File: src/rtl/mem_port_arb_pkg.sv
// Shared types and default sizing for the memory port arbiter and its
// round-robin sub-arbiter.
package mem_port_arb_pkg;

    localparam int unsigned DEF_NRD = 4;
    localparam int unsigned DEF_NWR = 2;
    localparam int unsigned DEF_AW  = 8;
    localparam int unsigned DEF_DW  = 64;

    typedef enum logic {
        INIT,
        RUN
    } state_t;

    // Pointer width for an N-way arbiter; a 1-way arbiter still needs one bit.
    function automatic int unsigned ptr_w(input int unsigned n);
        return (n > 1) ? $clog2(n) : 1;
    endfunction

endpackage

File: src/rtl/mem_port_arb_rr_arb.sv
// Combinational round-robin arbiter: grants the first requester at or above
// ptr (wrapping) and returns the pointer to use on the following cycle.
module rr_arb
    import mem_port_arb_pkg::*;
#(
    parameter int unsigned N  = 4,
    parameter int unsigned PW = ptr_w(N)
) (
    input  logic [N-1:0]  req,
    input  logic [PW-1:0] ptr,
    output logic [N-1:0]  gnt,
    output logic [PW-1:0] ptr_nxt
);

    always_comb begin
        int unsigned idx;
        logic        found;
        gnt     = '0;
        ptr_nxt = ptr;
        idx     = 0;
        found   = 1'b0;
        for (int unsigned i = 0; i < N; i++) begin
            idx = (32'(ptr) + i) % N;
            if (!found && req[idx]) begin
                found    = 1'b1;
                gnt[idx] = 1'b1;
                ptr_nxt  = PW'((idx + 1) % N);
            end
        end
    end

endmodule

File: src/rtl/mem_port_arb.sv
// Memory port arbiter: clears the memory after reset, then arbitrates one read
// and one write per cycle (independent round-robin) onto a single memory port.
module mem_port_arb
    import mem_port_arb_pkg::*;
#(
    parameter int unsigned NRD = DEF_NRD,
    parameter int unsigned NWR = DEF_NWR,
    parameter int unsigned AW  = DEF_AW,
    parameter int unsigned DW  = DEF_DW
) (
    input  logic              clk,
    input  logic              rst_n,
    input  logic [NRD-1:0]    rd_valid,
    input  logic [NRD*AW-1:0] rd_addr,
    output logic [NRD-1:0]    rd_ready,
    output logic [NRD-1:0]    rsp_valid,
    output logic [DW-1:0]     rsp_data,
    input  logic [NWR-1:0]    wr_valid,
    output logic [NWR-1:0]    wr_ready,
    input  logic [NWR*AW-1:0] wr_addr,
    input  logic [NWR*DW-1:0] wr_data,
    output logic              mem_re,
    output logic [AW-1:0]     mem_raddr,
    input  logic [DW-1:0]     mem_rdata,
    output logic              mem_we,
    output logic [AW-1:0]     mem_waddr,
    output logic [DW-1:0]     mem_wdata,
    output logic              init_done
);

    localparam int unsigned RPW = ptr_w(NRD);
    localparam int unsigned WPW = ptr_w(NWR);

    state_t          state, state_nxt;
    logic [AW-1:0]   cnt, cnt_nxt;
    logic [RPW-1:0]  rd_ptr, rd_ptr_nxt;
    logic [WPW-1:0]  wr_ptr, wr_ptr_nxt;
    logic            run;
    logic [NRD-1:0]  rd_req, rd_gnt;
    logic [NWR-1:0]  wr_req, wr_gnt;
    logic [NRD-1:0]  rsp_q;
    logic [DW-1:0]   rsp_hold;

    // Requests are masked outside RUN so the arbiters neither grant nor move
    // their pointers during clear or while reset is held.
    assign run    = rst_n && (state == RUN);
    assign rd_req = rd_valid & {NRD{run}};
    assign wr_req = wr_valid & {NWR{run}};

    rr_arb #(.N(NRD), .PW(RPW)) u_rd_arb (
        .req     (rd_req),
        .ptr     (rd_ptr),
        .gnt     (rd_gnt),
        .ptr_nxt (rd_ptr_nxt)
    );

    rr_arb #(.N(NWR), .PW(WPW)) u_wr_arb (
        .req     (wr_req),
        .ptr     (wr_ptr),
        .gnt     (wr_gnt),
        .ptr_nxt (wr_ptr_nxt)
    );

    always_ff @(posedge clk) begin
        if (!rst_n) begin
            state    <= INIT;
            cnt      <= '0;
            rd_ptr   <= '0;
            wr_ptr   <= '0;
            rsp_q    <= '0;
            rsp_hold <= '0;
        end else begin
            state  <= state_nxt;
            cnt    <= cnt_nxt;
            rd_ptr <= rd_ptr_nxt;
            wr_ptr <= wr_ptr_nxt;
            rsp_q  <= rd_gnt;
            if (|rsp_q) begin
                rsp_hold <= mem_rdata;
            end
        end
    end

    always_comb begin
        state_nxt = state;
        cnt_nxt   = cnt;
        rd_ready  = rd_gnt;
        wr_ready  = wr_gnt;
        mem_re    = |rd_gnt;
        mem_raddr = '0;
        mem_we    = 1'b0;
        mem_waddr = '0;
        mem_wdata = '0;
        init_done = 1'b0;

        for (int unsigned i = 0; i < NRD; i++) begin
            if (rd_gnt[i]) begin
                mem_raddr = rd_addr[i*AW +: AW];
            end
        end

        case (state)
            INIT: begin
                mem_we    = rst_n;
                mem_waddr = cnt;
                cnt_nxt   = cnt + AW'(1);
                if (cnt == '1) begin
                    state_nxt = RUN;
                end
            end
            RUN: begin
                init_done = rst_n;
                mem_we    = |wr_gnt;
                for (int unsigned j = 0; j < NWR; j++) begin
                    if (wr_gnt[j]) begin
                        mem_waddr = wr_addr[j*AW +: AW];
                        mem_wdata = wr_data[j*DW +: DW];
                    end
                end
            end
            default: state_nxt = INIT;
        endcase
    end

    // Read data arrives from memory one cycle after the grant; it is passed
    // straight through then and held afterwards. Reset kills any in-flight response.
    assign rsp_valid = rsp_q & {NRD{rst_n}};
    assign rsp_data  = !rst_n ? '0 : ((|rsp_q) ? mem_rdata : rsp_hold);

endmodule

File: config.mk
export PLATFORM = sky130hd
export DESIGN_NAME = mem_port_arb
export DESIGN_NICKNAME = d
export VERILOG_FILES = /design/src/rtl/mem_port_arb_pkg.sv /design/src/rtl/mem_port_arb_rr_arb.sv /design/src/rtl/mem_port_arb.sv
export SDC_FILE = /design/constraint.sdc
export NUM_CORES = 1
export LEC_CHECK = 0
export BUFFER_PORTS_ARGS = -buffer_cell sky130_fd_sc_hd__clkbuf_2
export CORE_AREA = 2 2 156 158
export DETAILED_ROUTE_END_ITERATION = 8
export DIE_AREA = 0 0 158 160
export HOLD_SLACK_MARGIN = 0.03
export SETUP_SLACK_MARGIN = 0.2
export SYNTH_ARGS = -nofsm -noshare
export SYNTH_HDL_FRONTEND = slang
export SYNTH_SLANG_ARGS = --single-unit
File: constraint.sdc
create_clock -name clk -period 2.8 [get_ports clk]
set_input_delay 0.28 -clock clk [delete_from_list [all_inputs] [get_ports clk]]
set_output_delay 0.28 -clock clk [all_outputs]
set_load 0.01 [all_outputs]
---- After elaboration in Yosys (flattened, before gate mapping) ----
Index checks and enable logic that the tools add are counted.
storage, ports and cells
  register bits after elaboration ......... 80
  input bits .............................. 248
  output and inout port bits .............. 157
  logic and storage cells ................. 112
operators by class
  $add $sub $neg .......................... 9
  order comparisons ....................... 12
  equality and inequality tests ........... 1
  multiplexer cells ....................... 56
  bitwise logic cells ..................... 8
  reduce and logical (&&, ||, !) cells .... 20
operator list
  operator                                                                              number
  64-bit 2-to-1 mux                                                                     5
  8-bit 2-to-1 mux                                                                      6
  1-bit 2-to-1 mux                                                                      23
  4-bit 2-to-1 mux                                                                      4
  8-bit one-hot mux with 2 select lines                                                 1
  2-bit by 3-bit < comparator with 1-bit output (second input constant)                 4
  2-bit 2-to-1 mux                                                                      6
  4-bit OR                                                                              3
  1-bit logical AND                                                                     11
  2-bit by 1-bit adder with 2-bit output (second input constant)                        4
  8-bit by 1-bit adder with 8-bit output (second input constant)                        1
  4-bit bitwise AND                                                                     2
  1-bit binary-select mux with 2-bit select                                             4
  1-bit demux with 2-bit select                                                         4
  8-bit equality test (second input constant)                                           1
  2-bit by 1-bit greater-or-equal comparator with 1-bit output (second input constant)  4
  4-bit OR reduction                                                                    2
  2-bit adder (second input constant)                                                   2
  1-bit zero test                                                                       4
  1-bit by 2-bit < comparator with 1-bit output (second input constant)                 2
  4-bit nonzero test                                                                    1
  1-bit adder (second input constant)                                                   2
  2-bit bitwise AND                                                                     1
  1-bit demux with 1-bit select                                                         2
  6 further kinds                                                                       7

---- Longest topological paths before layout ----
Gate-level depths: netlist of the first run.
  word-level depth ........................ 18
  gate-level depth with buffers ........... 12
  depth with buffers taken out ............ 9

---- Modules after synthesis ----
From an unflattened synthesis of the first run, not the netlist that was laid out.
unflattened totals
  cell total of the unflattened synthesis .. 625
  area total of the unflattened synthesis .. 5171.2 um^2
modules (own cells, without submodules)
  module             instances  cells an instance  area each (um^2)  seq. area each (um^2)
  mem_port_arb       1          569                4693.3            1601.5
  rr_arb (u_rd_arb)  1          51                 450.4             0.0
  rr_arb (u_wr_arb)  1          5                  27.5              0.0

---- Least setup slack after synthesis of the first run ----
OpenSTA, ideal clock, no wires.
  path type ............................... register to output
  start point ............................. reg rd_ptr[0]
  end point ............................... out mem_raddr[0]
  data arrival time ....................... 2.869 ns
  data required time ...................... 2.520 ns
  slack ................................... -0.349 ns
  stages on the path, launching flop included .. 12
  path buffers ............................ 3
  cell sequence ........................... dfxtp_1 -> buf_2 -> inv_1 -> ha_1 -> buf_2 -> or3b_1 -> a2111oi_4 -> o21ai_0 -> a41o_1 -> buf_6 -> mux2i_1 -> a31oi_1
on the way
  word-level cells in the longest chain between the ends .. 16
  elaborated cells between the ends (all ways) .. 51
  those cells by class .................... add/sub: 3; order compare: 8; mux: 27; bitwise: 3; reduce/logical: 10
ends and longest elaborated chain
  what                                                                                    RTL line                   RTL
  start, declared                                                                         mem_port_arb.sv:36         logic [RPW-1:0] rd_ptr, rd_ptr_nxt;
  start signal, assigned                                                                  mem_port_arb.sv:75         rd_ptr <= rd_ptr_nxt;
  branches (longest 11 deep; another with 2-bit by 3-bit < comparator with 1-bit output)  --
  4-bit 2-to-1 mux (*)                                                                    mem_port_arb_rr_arb.sv:24  if (!found && req[idx]) begin
  8-bit 2-to-1 mux (3 in a row)                                                           mem_port_arb.sv:97         if (rd_gnt[i]) begin
  8-bit 2-to-1 mux (*)                                                                    mem_port_arb.sv:97
  end, declared                                                                           mem_port_arb.sv:23         output logic [AW-1:0] mem_raddr,
Every way passes the cells marked *. The select of a mux whose other input is x is not followed.

---- Worst setup path in the final report of the first run ----
  start point ............................. reg rd_ptr[0]
  end point ............................... out mem_raddr[5]
The elaborated chain is that of the path after synthesis.

==> impl_metrics.py, run 1 <==
metrics = {
    "die": {
        "row_count": 57,
        "initial_core_util_pct": 20.07,
        "die_y_um": 160,
        "ios": 405,
        "core_um2": 23820,
        "die-width_um": 158,
        "dieArea_um2": 25280,
    },
    "outcome": {
        "outcome": "finished with violations",
        "violations": "negative setup slack",
    },
    "synth": {
        "yosysWarnings": 0,
        "synthDistinctLibCells": 60,
        "syn_nets": 866,
        "synth_top_area_share_pct": 33.51,
        "synthTopCellsByArea": "dfxtp_1 34%, nand2_1 13%, a21boi_0 10%",
        "avgSynthCellArea_um2": 7.823,
        "synth_ff_type": "dfxtp_1",
        "yosys.area.top_type": "dfxtp_1",
        "synth-seq-cells": 80,
        "async_flop_share_pct": 0,
        "synth_area_um2": 4780,
        "syn_inst": 611,
        "synth-seq-area-share_pct": 33.51,
        "synth_edf_count": 0,
    },
    "grt": {
        "antenna_found_initial": 1,
        "grtUsageTotal_pct": 14.46,
        "grt_overflow_total": 0,
        "grt_pass1_vias": 5508,
        "grt_max_degree": 84,
        "grt_pass1_wl_um": 28950,
    },
    "worst_setup_path": {
        "cp-end-kind": "output pin",
        "slowest_stage": "a2111oi_4",
        "critPathRequiredTime_ns": 2.52,
        "cp_cell_sequence": "clkinvlp_4 -> ha_4 -> or3b_4 -> a2111oi_4 -> o21ai_1 -> a41o_1 -> buf_12 -> mux2i_1 -> a31oi_4 -> clkbuf_8",
        "slowest_delay_ns": 0.40,
        "rrSetupSlack_ns": 0.51,
        "startpoint_type": "register",
        "crit_arrival_ns": 2.91,
        "criticalPathCategory": "reg2out",
        "crit_fanout": 9,
    },
    "clock_network": {
        "cts_tree": "built",
        "htreeDepth": 3,
        "clk_pin_slew_ns": 0.07,
        "cts_root_buf": "clkbuf_16",
        "ctsHoldBuffers": 0,
        "clockBufferDepth": 2,
        "clkLatencyLatePin_ns": 0.34,
        "clock_sinks": 80,
        "cts_buffers": 9,
    },
    "placement": {
        "pre_cts_ws_ns": -0.01838,
        "io_buffers": 404,
        "gp_congestion": 0.8123,
        "hpwlAfterDp_um": 15290,
    },
    "detailed_routing": {
        "routed_via_density": 4.412,
        "drt_wl_total_um": 19720,
        "routed-wl-met2_um": 9478,
        "firstDrtPassIters": 5,
        "ant_nets": 0,
        "highest_layer": "met4",
        "wl_met1_um": 8390,
        "vias": 5908,
        "drc_errors": 0,
        "wl_met3_um": 1642,
        "drtIter0Drc": 399,
        "post_drt_wl_per_cell_um": 14.73,
    },
    "power_and_ir_drop": {
        "peakVddDrop_uv": 350.0,
        "p_leak_nw": 3.757,
        "power_density_nw_per_um2": 336.8,
    },
    "run": {
        "maxCapViolations": 0,
    },
    "sta": {
        "period_share_pct": 114.0,
        "slew_headroom_pct": 54.80,
        "worst_hold_slack_ns": 0.2019,
        "finClkSkew_ns": 0.009586,
        "tightest_slew_ns": 0.6780,
        "max_freq_ghz": 0.3133,
        "setup_ws_ns": -0.3923,
        "min_period_ns": 3.192,
        "rsz0062_at_grt": "yes",
        "drv_slew": 0,
        "hold_viol_final": 0,
        "setup_viol": 12,
    },
    "min_path": {
        "min_path_type": "in2reg",
    },
    "cells_and_area": {
        "final_common_cell": "clkbuf_2",
        "area_growth_pct": 66.83,
        "layout_common_cells": "392 x clkbuf_2, 170 x nand2_1, 79 x dfxtp_1",
        "nets": 1265,
        "drive_gt1_share_pct": 49.11,
        "n_fill_cell": 2570,
    },
}
[flip-flops by register name, summed over array words and instances, names as in the netlist]
| register | count |
|---|---|
| rsp_hold | 64 |
| state | 1 |
| cnt | 8 |
| rsp_q | 4 |
| wr_ptr | 1 |
| rd_ptr | 2 |
[what timing repair did]
item                                    in CTS  in global routing
setup buffers                                5                  2
pin swaps                                    1                  2
cloned                                       2                  0
resized for setup                            6                 23
endpoints found under the setup margin      13                 13
hold endpoints to repair                     0                  0
[final cells by class]
cell class | count | area [um2] | area share [%]
timing repair buffer | 439 | 2441 | 30.61
timing repair inverter | 1 | 6.256 | 0.07846
multi-input combinational | 463 | 3127 | 39.21
clock inverter | 6 | 92.59 | 1.161
sequential | 80 | 1603 | 20.10
antenna | 1 | 2.502 | 0.03138
tap | 324 | 405.4 | 5.084
inverter | 16 | 71.32 | 0.8944
clock buffer | 9 | 225.2 | 2.824
[worst max-delay path: cells and delay by family (launching register included)]
kind                       cells  cell delay (ns)
buffers and inverters          3             0.43
adders and majority gates      1             0.25
and+or+nand+nor                1             0.38
DFF                            1             0.35
muxes                          1             0.15
AOI/OAI and AO/OA              4             0.99
[through the flow]
stage	instance area (um2)	utilization [%]	TNS [ns]	power [mW]	cells
after detailed placement	7477	31.39	-0.05552	1.444	1314
after global routing	7971	33.46	-5.125	2.801	1338
final	7974	33.48	-3.557	2.685	1339
after global placement	7477	31.39	0	1.443	1314
after CTS	7885	33.10	-3.623	2.740	1336
after floorplan	4999	-	-1.292	1.239	611
[synthesized netlist by cell type, types with 3 or more instances]
master	count
inv_1	15
and3_1	3
a22oi_1	4
dfxtp_1	80
a31oi_1	10
o21ai_0	26
ha_1	7
nand2_1	171
nor3_1	3
o21a_1	4
clkbuf_1	38
buf_6	5
a21boi_0	66
nor3b_1	3
and2_1	11
o31ai_1	8
nand3_1	11
nor2b_1	6
xnor2_1	7
mux2i_1	12
nor2_1	18
buf_2	6
a22o_1	52
[path summary, 6_finish.rpt]
kind,startpoint,end,depth (start not counted)
worst min-delay path,mem_rdata[61],rsp_hold[61],3
worst max register to register,rd_ptr[0],rsp_q[1],9
worst min register to register,rsp_hold[11],rsp_hold[11],2
worst max-delay path,rd_ptr[0],mem_raddr[5],10
[cells by family (layout without fill, tap and decap cells)]
logic type | after synthesis | after routing | synth area share [%]
xor gates and xnor gates | 7 | 7 | 1.283
buffers and inverters | 68 | 471 | 6.309
muxes | 15 | 15 | 3.534
other | 0 | 1 | 0
adders and majority gates | 7 | 7 | 1.832
and+or+nand+nor | 243 | 243 | 22.49
AOI/OAI and AO/OA | 191 | 191 | 31.05
DFF | 80 | 80 | 33.51
[routing by layer]
metal | track usage [%] | up-vias
met5 | 0 | -
met4 | 3.645 | 0
met3 | 3.202 | 13
met2 | 24.74 | 244
met1 | 18.30 | 2712
li1 | - | 2939
[where the power goes]
group	total [mW]	switching, mW	internal (mW)
Combinational	0.273	0.110	0.163
Clock	1.27	0.486	0.781
Sequential	1.15	0.00394	1.14
Note: power is estimated with default switching activity, not from simulation.
==> run 2: changes to the inputs <==
Settings changed: PLACE_DENSITY from default to 0.61.
==> impl_metrics.py, run 2 (synthesized netlist as in run 1, its figures left out) <==
metrics = {
    "sta": {
        "slew_headroom_pct": 53.65,
        "setup_viol": 10,
        "period_share_pct": 111.9,
        "finClkSkew_ns": 0.01046,
        "setup_ws_ns": -0.3328,
        "min_period_ns": 3.133,
        "hold_viol_final": 0,
        "drv_slew": 0,
        "worst_hold_slack_ns": 0.1972,
        "tightest_slew_ns": 0.6953,
        "rsz0062_at_grt": "yes",
        "max_freq_ghz": 0.3192,
    },
    "run": {
        "maxCapViolations": 0,
    },
    "placement": {
        "gp_congestion": 0.8762,
        "io_buffers": 404,
        "placed_area_um2": 7485,
        "hpwlAfterDp_um": 15790,
    },
    "worst_setup_path": {
        "critPathRequiredTime_ns": 2.52,
        "cp-end-kind": "output pin",
        "reg2reg_depth": 9,
        "r2r-start": "rd_ptr[0]",
        "criticalPathCategory": "reg2out",
        "rrSetupSlack_ns": 0.54,
        "startpoint_type": "register",
        "crit_fanout": 10,
        "crit_arrival_ns": 2.85,
        "r2r-end": "rsp_q[1]",
        "slowest_stage": "or4b_4",
        "slowest_delay_ns": 0.49,
        "cp_cell_sequence": "clkinvlp_4 -> ha_4 -> or4b_4 -> a211oi_4 -> buf_4 -> o21ai_2 -> a41oi_4 -> buf_12 -> nand3_2 -> a31oi_4 -> clkbuf_2",
    },
    "die": {
        "row_count": 57,
        "ios": 405,
        "dieArea_um2": 25280,
        "die-width_um": 158,
        "core_um2": 23820,
        "die_y_um": 160,
        "initial_core_util_pct": 20.07,
    },
    "detailed_routing": {
        "drc_errors": 0,
        "post_drt_wl_per_cell_um": 15.10,
        "drtIter0Drc": 321,
        "firstDrtPassIters": 4,
        "vias": 5938,
        "routed_via_density": 4.438,
        "drt_wl_total_um": 20210,
        "ant_nets": 0,
    },
    "min_path": {
        "holdPathEnd": "rsp_hold[42]",
        "worstHoldStart": "mem_rdata[42]",
        "min_path_type": "in2reg",
        "hold_depth": 3,
    },
    "grt": {
        "grt_pass1_wl_um": 29660,
        "grt_max_degree": 86,
        "antenna_found_initial": 1,
        "grtUsageTotal_pct": 14.89,
        "grt_pass1_vias": 5514,
        "grt_overflow_total": 0,
    },
    "clock_network": {
        "clock_sinks": 80,
        "cts_buffers": 9,
        "clk_pin_slew_ns": 0.07,
        "cts_root_buf": "clkbuf_16",
        "htreeDepth": 3,
        "cts_tree": "built",
        "clockBufferDepth": 2,
        "clkLatencyLatePin_ns": 0.34,
    },
    "cells_and_area": {
        "nets": 1263,
        "regMostFlops": "rsp_hold",
        "layout_common_cells": "393 x clkbuf_2, 165 x nand2_1, 79 x dfxtp_1",
        "design_area_um2": 7946,
        "reg.largest.list": "rsp_hold (64), cnt (8), rsp_q (4)",
        "largest_register_ffs": 64,
        "n_fill_cell": 2612,
        "drive_gt1_share_pct": 49.65,
        "final_common_cell": "clkbuf_2",
        "area_growth_pct": 66.26,
    },
    "power_and_ir_drop": {
        "p_leak_nw": 3.764,
        "finalPower_mw": 2.571,
        "peakVddDrop_uv": 244.1,
        "power_density_nw_per_um2": 323.5,
    },
    "outcome": {
        "outcome": "finished with violations",
        "violations": "negative setup slack",
    },
}
-- run 2: how the worst max path moves through the flow --
stage,from,end,slack (ns),cells after the start
after floorplan,rd_ptr[0],mem_raddr[0],-0.17,10
after global placement,rd_ptr[0],mem_raddr[5],0.02,11
after detailed placement,rd_ptr[0],mem_raddr[1],-0.05,11
after CTS,rd_ptr[0],mem_raddr[1],-0.36,11
after global routing,rd_ptr[0],mem_raddr[2],-0.46,11
final,rd_ptr[0],mem_raddr[1],-0.33,11
-- run 2: through the flow --
| stage | setup slack [ns] | std cells | utilization (%) | setup TNS, ns |
|---|---|---|---|---|
| after global routing | -0.4649 | 1337 | 33.35 | -4.336 |
| after CTS | -0.3591 | 1335 | 33.05 | -3.133 |
| after detailed placement | -0.05074 | 1315 | 31.42 | -0.2788 |
| after floorplan | -0.1710 | 611 | - | -1.292 |
| final | -0.3328 | 1338 | 33.36 | -2.705 |
| after global placement | 0.02117 | 1315 | 31.42 | 0 |
-- run 2: report_power, final --
group / internal, mW / leakage [nW] / switching (mW)
combinational: 0.165 / 2.98 / 0.118
clock: 0.620 / 0.143 / 0.523
sequential: 1.14 / 0.645 / 0.00395
-- run 2: final cells by class --
| cell class | instances | area (um2) | area share, % |
|---|---|---|---|
| diodes | 1 | 2.502 | 0.03149 |
| clock buffers | 9 | 225.2 | 2.834 |
| clock inverters | 7 | 60.06 | 0.7558 |
| inverters | 16 | 71.32 | 0.8975 |
| multi-input cells | 463 | 3169 | 39.88 |
| flip-flops and latches | 80 | 1603 | 20.17 |
| well taps | 324 | 405.4 | 5.102 |
| repair buffers | 437 | 2404 | 30.25 |
| repair inverters | 1 | 6.256 | 0.07873 |
-- run 2: worst max-delay path, delay by kind of cell (launching register included) --
family | cells | cell delay, ns
AO/OA/AOI/OAI | 4 | 0.75
AND/OR/NAND/NOR | 2 | 0.58
flip-flops | 1 | 0.35
buffers and inverters | 4 | 0.59
adder cells (fa/ha/maj) | 1 | 0.23
-- run 2: timing repair --
action / CTS / global route
hold buffers: 0 / 0
setup buffers: 3 / 2
resized for setup: 19 / 17
pin swaps: 2 / 3
endpoints found under the setup margin: 13 / 16
gates cloned: 1 / 0
-- run 2: metal layers --
metal,track usage (%),up-vias,share of wire (%)
met5,0,-,0.064
li1,-,2943,-
met3,3.039,19,7.9
met1,19.41,2713,44
met2,24.82,261,47
met4,4.095,2,1.3
==> run 3: changes to the inputs <==
Settings changed: CELL_PAD_IN_SITES_DETAIL_PLACEMENT from default to 1, CELL_PAD_IN_SITES_GLOBAL_PLACEMENT from default to 2, CORE_AREA 2 2 156 158 to default, CORE_UTILIZATION from default to 17, DIE_AREA 0 0 158 160 to default, PLACE_DENSITY 0.61 to 0.88.
==> impl_metrics.py, run 3 (synthesized netlist as in run 1, its figures left out) <==
metrics = {
    "power_and_ir_drop": {
        "p_leak_nw": 3.786,
        "power_density_nw_per_um2": 319.0,
        "peakVddDrop_uv": 252.4,
    },
    "detailed_routing": {
        "vias": 6062,
        "post_drt_wl_per_cell_um": 16.15,
        "firstDrtPassIters": 4,
        "ant_nets": 0,
        "routed-wl-met2_um": 10970,
        "highest_layer": "met4",
        "wl_met1_um": 9856,
        "wl_met3_um": 1386,
        "drt_wl_total_um": 22560,
        "drtIter0Drc": 218,
        "routed_via_density": 4.339,
        "drc_errors": 0,
    },
    "sta": {
        "finClkSkew_ns": 0.007646,
        "hold_viol_final": 0,
        "rsz0062_at_grt": "yes",
        "tightest_slew_ns": 0.7890,
        "slew_headroom_pct": 47.40,
        "period_share_pct": 114.9,
        "setup_ws_ns": -0.4175,
        "drv_slew": 0,
        "max_freq_ghz": 0.3108,
        "min_period_ns": 3.217,
        "setup_viol": 13,
    },
    "worst_setup_path": {
        "startpoint_type": "register",
        "criticalPathCategory": "reg2out",
        "cp-end-kind": "output pin",
        "cp_cell_sequence": "clkinvlp_4 -> ha_4 -> or3b_4 -> a2111oi_4 -> buf_4 -> o21a_1 -> nor3_2 -> o21a_2 -> buf_12 -> a31oi_4 -> clkbuf_8",
        "crit_arrival_ns": 2.94,
        "crit_buf_inv": 4,
        "slowest_stage": "or3b_4",
        "crit_fanout": 5,
        "critPathRequiredTime_ns": 2.52,
        "slowest_delay_ns": 0.38,
        "path_delay_family": "compound AO/OA/AOI/OAI gates",
    },
    "clock_network": {
        "clk_pin_slew_ns": 0.07,
        "clockBufferDepth": 2,
        "clkLatencyLatePin_ns": 0.35,
        "htreeDepth": 3,
        "clock_sinks": 80,
        "ctsHoldBuffers": 0,
        "cts_tree": "built",
        "cts_buffers": 9,
        "cts_root_buf": "clkbuf_16",
    },
    "cells_and_area": {
        "final_common_cell": "clkbuf_2",
        "design_area_um2": 8090,
        "antenna_cells": 0,
        "n_fill_cell": 3435,
        "nets": 1269,
        "regMostFlops": "rsp_hold",
        "final_cells": 1397,
        "drive_gt1_share_pct": 49.95,
        "largest_register_ffs": 64,
        "area_growth_pct": 69.27,
        "reg.largest.list": "rsp_hold (64), cnt (8), rsp_q (4)",
        "layout_common_cells": "391 x clkbuf_2, 167 x nand2_1, 79 x dfxtp_1",
    },
    "outcome": {
        "outcome": "finished with violations",
        "violations": "negative setup slack",
    },
    "grt": {
        "antenna_found_initial": 0,
        "grt_max_degree": 84,
        "grt_pass1_vias": 5819,
        "grtUsageTotal_pct": 14.57,
        "grt_overflow_total": 0,
        "grt_pass1_wl_um": 32790,
    },
    "die": {
        "ios": 405,
        "die_y_um": 169.7,
        "dieArea_um2": 28790,
        "die-width_um": 169.7,
        "initial_core_util_pct": 17.25,
        "row_count": 61,
        "core_um2": 27710,
    },
    "placement": {
        "placed_area_um2": 7560,
        "hpwlAfterDp_um": 17380,
        "gp_congestion": 0.8715,
        "io_buffers": 404,
        "dp.cells": 1370,
    },
    "run": {
        "maxCapViolations": 0,
    },
    "min_path": {
        "min_path_type": "in2reg",
    },
}
==> run 3: changes by cell type in the layout (fill, tap and decap cells not counted), sizes merged <==
cell,previous run,this run
inv,21,18
buf,41,49
clkbuf,405,404
diode,1,0
clkinvlp,1,3
==> run 3: per-stage QoR <==
stage | worst slack (ns) | utilization, % | total power [mW] | hold slack [ns] | TNS (ns)
2_1_floorplan | -0.1710 | - | 1.239 | 0.4501 | -1.292
3_3_place_gp | 0.03537 | 27.29 | 1.443 | 0.4627 | 0
3_5_place_dp | -0.05590 | 27.29 | 1.448 | 0.4724 | -0.2473
4_1_cts | -0.4046 | 28.71 | 2.642 | 0.1719 | -3.761
5_1_grt | -0.5055 | 29.20 | 2.711 | 0.1881 | -5.051
6_report | -0.4175 | 29.20 | 2.581 | 0.1931 | -3.948
==> run 3: worst min-delay path: cells and delay by family <==
kind / cells / cell delay (ns)
compound gates: 1 / 0.09
buf+inv: 1 / 0.08
simple gates: 1 / 0.04
==> run 3: timing repair <==
| item | CTS | global route |
|---|---|---|
| setup buffers | 4 | 5 |
| pin swaps | 5 | 2 |
| cloned | 1 | 1 |
| endpoints found under the setup margin | 13 | 15 |
| resized for setup | 18 | 27 |
==> run 3: layer usage <==
metal / GRT usage (%) / up-vias
li1: - / 2943
met1: 18.41 / 2899
met2: 24.77 / 199
met3: 3.032 / 21
met4: 4.191 / 0
met5: 0 / -
==> run 3: final timing paths <==
check	from	end	slack [ns]	cells after the start
setup / recovery	rd_ptr[0]	mem_raddr[6]	-0.42	11
hold / removal	mem_rdata[36]	rsp_hold[36]	0.19	3
setup reg to reg	rd_ptr[0]	rsp_q[2]	0.39	11
hold reg to reg	rsp_hold[0]	rsp_hold[0]	0.48	2
==> run 3: final cells by class <==
type / count / area (um2) / area share, %
multi-input combinational: 463 / 3148 / 38.91
clock inverter: 6 / 52.55 / 0.6496
clock buffer: 10 / 229.0 / 2.830
sequential: 80 / 1603 / 19.81
timing repair buffer: 443 / 2505 / 30.96
tap: 378 / 473.0 / 5.846
timing repair inverter: 1 / 6.256 / 0.07733
inverter: 16 / 73.82 / 0.9125
==> run 3: report_power, final <==
| group | internal (mW) | switching, mW |
|---|---|---|
| registers | 1.14 | 0.00433 |
| clock network | 0.616 | 0.537 |
| logic | 0.166 | 0.117 |
